`src/rtl/countdown_timer_pkg.sv`:
```
// Shared state encoding and default sizing for the countdown timer.
package countdown_timer_pkg;

  typedef enum logic [1:0] {
    IDLE = 2'd0,
    RUN  = 2'd1,
    DONE = 2'd2
  } state_t;

  localparam int                  DEF_NBITS = 5;
  localparam logic [DEF_NBITS-1:0] DEF_LOAD = 5'b11000;

endpackage

```
`src/rtl/down_counter.sv`:
```
// Loadable down counter with zero/one detect; load wins over decrement, saturates at 0.
// Single-edge update; no backpressure, the controller decides when to load or count.
module down_counter
  import countdown_timer_pkg::*;
#(
  parameter int NBITS = DEF_NBITS
) (
  input  logic             clk,
  input  logic             reset,
  input  logic             load,
  input  logic [NBITS-1:0] load_val,
  input  logic             dec,
  output logic [NBITS-1:0] count,
  output logic             is_zero,
  output logic             is_one
);

  always_ff @(posedge clk or posedge reset) begin
    if (reset) begin
      count <= '0;
    end else if (load) begin
      count <= load_val;
    end else if (dec && (count != '0)) begin
      count <= count - 1'b1;
    end
  end

  assign is_zero = (count == '0);
  assign is_one  = (count == NBITS'(1));

endmodule

```
`src/rtl/countdown_timer.sv`:
```
// Countdown FSM (IDLE/RUN/DONE) over down_counter; state and count update one edge after inputs, no backpressure.
// Optional COUNTDOWN_AUTO_RELOAD_EN: DONE re-enters RUN from the value captured at the last accepted start.
module countdown_timer
  import countdown_timer_pkg::*;
#(
  parameter int               NBITS        = DEF_NBITS,
  parameter logic [NBITS-1:0] DEFAULT_LOAD = NBITS'(DEF_LOAD)
) (
  input  logic             clk,
  input  logic             reset,
  input  logic             enable,
  input  logic             start,
  input  logic             stop,
  input  logic [NBITS-1:0] load_value,
  output logic             busy,
  output logic             done,
  output logic [NBITS-1:0] counter
);

  state_t           state;
  state_t           state_nxt;
  logic             load;
  logic             dec;
  logic [NBITS-1:0] load_val;
  logic             is_zero;
  logic             is_one;

`ifdef COUNTDOWN_AUTO_RELOAD_EN
  logic [NBITS-1:0] captured;
  logic [NBITS-1:0] reload_val;

  // Any load outside DONE is an accepted start; DONE loads come from this register.
  always_ff @(posedge clk or posedge reset) begin
    if (reset) begin
      captured <= '0;
    end else if (load && (state != DONE)) begin
      captured <= load_value;
    end
  end

  assign reload_val = (captured == '0) ? DEFAULT_LOAD : captured;
`endif

  always_ff @(posedge clk or posedge reset) begin
    if (reset) begin
      state <= IDLE;
    end else begin
      state <= state_nxt;
    end
  end

  always_comb begin
    state_nxt = state;
    load      = 1'b0;
    dec       = 1'b0;
    load_val  = load_value;
    case (state)
      IDLE: begin
        if (start && !stop) begin
          load      = 1'b1;
          state_nxt = (load_value == '0) ? DONE : RUN;
        end
      end
      RUN: begin
        if (stop) begin
          state_nxt = IDLE;
        end else if (start) begin
          load      = 1'b1;
          state_nxt = (load_value == '0) ? DONE : RUN;
        end else if (enable) begin
          dec = 1'b1;
          if (is_one || is_zero) begin
            state_nxt = DONE;
          end
        end
      end
      DONE: begin
`ifdef COUNTDOWN_AUTO_RELOAD_EN
        if (stop) begin
          state_nxt = IDLE;
        end else begin
          load      = 1'b1;
          load_val  = reload_val;
          state_nxt = RUN;
        end
`else
        state_nxt = IDLE;
`endif
      end
      default: state_nxt = IDLE;
    endcase
  end

  down_counter #(
    .NBITS(NBITS)
  ) u_down_counter (
    .clk     (clk),
    .reset   (reset),
    .load    (load),
    .load_val(load_val),
    .dec     (dec),
    .count   (counter),
    .is_zero (is_zero),
    .is_one  (is_one)
  );

  assign busy = (state == RUN);
  assign done = (state == DONE);

endmodule

```
`config.mk`:
```
export PLATFORM = sky130hd
export DESIGN_NAME = countdown_timer
export DESIGN_NICKNAME = d
export VERILOG_FILES = /design/src/rtl/countdown_timer_pkg.sv /design/src/rtl/down_counter.sv /design/src/rtl/countdown_timer.sv
export SDC_FILE = /design/constraint.sdc
export NUM_CORES = 1
export LEC_CHECK = 0
export ABC_CLOCK_PERIOD_IN_PS = 1450
export CORE_AREA = 2 2 39 41
export CTS_BUF_LIST = sky130_fd_sc_hd__clkbuf_16
export DETAILED_ROUTE_END_ITERATION = 7
export DIE_AREA = 0 0 41 43
export DONT_BUFFER_PORTS = 1
export PLACE_DENSITY = 0.49
export SLEW_MARGIN = 10
export SYNTH_ARGS = -nofsm -noshare
export SYNTH_HDL_FRONTEND = slang
export SYNTH_SLANG_ARGS = --single-unit
```
`constraint.sdc`:
```
create_clock -name clk -period 1.45 [get_ports clk]
set_input_delay 0.2175 -clock clk [delete_from_list [all_inputs] [get_ports clk]]
set_output_delay 0.2175 -clock clk [all_outputs]
set_load 0.05 [all_outputs]
```
==> results of run 1 <==
worst max-delay path, cell delays in order (launching register included):
cell and delay, ns:
dfrtp_1 0.38, nand4bb_4 0.21, or4_4 0.50, o31a_1 0.25
sequential cells by signal, indices dropped and copies added (netlist names):
register and cells:
u_down_counter.count 5, state 2
worst paths after layout:
path	start	endpoint	slack, ns	cells past startpoint
worst min-delay path	load_value[1]	u_down_counter.count[1]	0.13	2
min in group asynchronous	reset	u_down_counter.count[3]	0.37	2
worst max-delay path	state[1]	u_down_counter.count[4]	-0.007	3
worst max register to register	state[1]	u_down_counter.count[4]	-0.007	3
max in group asynchronous	reset	u_down_counter.count[1]	0.83	2
worst min register to register	u_down_counter.count[2]	u_down_counter.count[2]	0.62	2
kinds of logic after synthesis:
kind of cell | share of synthesized area
AND/OR/NAND/NOR | 0.294
AO/OA/AOI/OAI | 0.206
flip-flops | 0.361
buffers and inverters | 0.0464
adder cells (fa/ha/maj) | 0.0515
XOR/XNOR | 0.0180
multiplexers | 0.0232
per-layer routing:
layer	GRT usage	vias up
met5	0	-
met4	0.120	0
met3	0.0419	7
met2	0.288	18
met1	0.252	233
li1	-	231
synth_stat cells (2+ instances only):
master / count / area [um2]
dfrtp_1: 7 / 175
inv_1: 5 / 18.8
nand2_1: 4 / 15.0
nor2b_1: 3 / 18.8
o211ai_1: 3 / 22.5
o21ai_0: 3 / 15.0
o311ai_0: 3 / 26.3
a21oi_1: 2 / 10.0
ha_1: 2 / 25.0
nand4bb_1: 2 / 22.5
or3b_1: 2 / 17.5
or4_1: 2 / 15.0
through the flow:
| stage | TNS, ns | area (um2) | power, uW | worst slack (ns) | utilization |
|---|---|---|---|---|---|
| 2_1_floorplan | -0.347 | 507 | 453 | -0.103 | - |
| 3_3_place_gp | 0 | 621 | 541 | 0.0216 | 0.448 |
| 3_5_place_dp | -0.0373 | 621 | 544 | -0.0373 | 0.448 |
| 4_1_cts | -0.0380 | 713 | 1020 | -0.0380 | 0.515 |
| 5_1_grt | -0.0572 | 747 | 1080 | -0.0572 | 0.540 |
| 6_report | -0.00657 | 747 | 1040 | -0.00657 | 0.540 |
what timing repair did:
action,CTS,global route
setup buffers,0,0
pin swaps,0,2
setup endpoints to repair,1,7
resized for setup,1,6
endpoints found under the hold margin,7,0
hold buffers,1,0
final cells by class:
type,count,share of cell area
Clock buffer,3,0.101
Inverter,5,0.0251
Clock inverter,1,0.00503
Sequential cell,7,0.238
Multi-Input combinational cell,39,0.456
Tap cell,16,0.0268
Timing Repair Buffer,14,0.149
power groups by stage:
stage	sequential [uW]	clock (uW)	combinational, uW
finish	255	469	312
floorplan	341	0	112
global route	258	480	341
global placement	250	0	291
CTS	249	473	300
detailed placement	251	0	294
==> impl_metrics.env, run 1 <==
export IMPL_status="complete, but fails checks"
export IMPL_violations="negative setup slack"
export IMPL_num_io_pins=17
export IMPL_rsz0062_at_grt="yes"
export IMPL_worst_slew_margin_rel=0.783
export IMPL_end_kind="flop"
export IMPL_wl_met1_um=557
export IMPL_clockRootBuffer="clkbuf_16"
export IMPL_crit_required_ns=1.56
export IMPL_max_cap_violations=0
export IMPL_seqPwrFrac=0.246
export IMPL_layout_commonest_cell="buf_4"
export IMPL_synthesis_area_um2=485
export IMPL_final_hold_violation_count=0
export IMPL_grt_max_degree=13
export IMPL_topRoutingLayerUsed="met4"
export IMPL_p_sw_frac=0.320
export IMPL_timing_hold_ws_ns=0.133
export IMPL_start_util=0.351
export IMPL_die_x_um=41
export IMPL_dr_pass1_iters=4
export IMPL_leakage_uw=0.000309
export IMPL_overflow=0
export IMPL_htree_levels=1
export IMPL_cts_buffers_inserted=3
export IMPL_dp_cells=80
export IMPL_synth_net_count=64
export IMPL_clkLatencyLatePin_ns=0.23
export IMPL_pwr_share_clk=0.453
export IMPL_skew_ns=0.000901
export IMPL_finalSetupViolations=1
export IMPL_met2_length_um=695
export IMPL_fin_nets=82
export IMPL_ant_nets=0
export IMPL_antenna_found_initial=0
export IMPL_num_rows=14
export IMPL_port_buffers=0
export IMPL_drive_above_1_share=0.420
export IMPL_num_vias=489
export IMPL_drt_initial_drc_count=13
export IMPL_power_switching_uw=332
export IMPL_hold_path_class="input pin to flop"
export IMPL_wl_per_cell_um=16.6
export IMPL_first_global_vias=510
export IMPL_clkTransAtPathRegs_ns=0.04
export IMPL_drcViolationCount=0
export IMPL_async_flop_share=1.00
export IMPL_tightest_slew_ns=0.322
export IMPL_grt_usage=0.197
export IMPL_ys_flop_type="dfrtp_1"
export IMPL_p_int_uw=704
export IMPL_finalWirelength_um=1410
export IMPL_synth_distinct_cells=26
export IMPL_cts_sinks=7
export IMPL_gp_congestion=0.893
export IMPL_path_class="flop to flop"
export IMPL_min_period_ns=1.46
export IMPL_route_met3_wl_um=106
export IMPL_syn_inst=52
export IMPL_grt_pass1_wl_um=2300
export IMPL_period_share=1.00
export IMPL_setup_slack_ns=-0.00657
export IMPL_ctsLongestPathBuffers=2
export IMPL_n_fill_cell=132
export IMPL_power_density_mw_per_mm2=1390
export IMPL_dpl_hpwl_um=1080
export IMPL_slew_viol_final=0
export IMPL_coreArea_mm2=0.00138
export IMPL_crit_fanout=3
export IMPL_ys_seq_area_frac=0.361
export IMPL_cts_tree="done"
export IMPL_die_h_um=43
export IMPL_peakVddDrop_mv=0.682
export IMPL_final_cells=85
export IMPL_ys_warn_count=0
export IMPL_critPathArrivalTime_ns=1.57
export IMPL_synth_seq_cells=7
export IMPL_die_area_mm2=0.00176
export IMPL_via_per_inst=5.75
export IMPL_max_freq_mhz=687
export IMPL_multiInputGateArea_um2=340
export IMPL_insertedDiodeCount=0
export IMPL_synth_avg_cell_area_um2=9.34
export IMPL_synth_edf_count=0
export IMPL_comb_power_share=0.301
export IMPL_worstSetupStartpointType="flop"
export IMPL_ff_latch_area_um2=178
export IMPL_final_cell_mix="buf_4 (12), dfrtp_1 (5), nand2_1 (4), inv_1 (4)"
export IMPL_area_growth_pct=53.9
(Power assumes the default switching activity.)
==> run 2: changes to the inputs <==
--- a/config.mk
+++ b/config.mk
@@ -8,6 +8,7 @@
 export ABC_CLOCK_PERIOD_IN_PS = 1450
 export CORE_AREA = 2 2 39 41
 export CTS_BUF_LIST = sky130_fd_sc_hd__clkbuf_16
+export CTS_CLUSTER_SIZE = 28
 export DETAILED_ROUTE_END_ITERATION = 7
 export DIE_AREA = 0 0 41 43
 export DONT_BUFFER_PORTS = 1
==> results of run 2 <==
The final DEF is identical to that of run 1; final timing and power are the same.
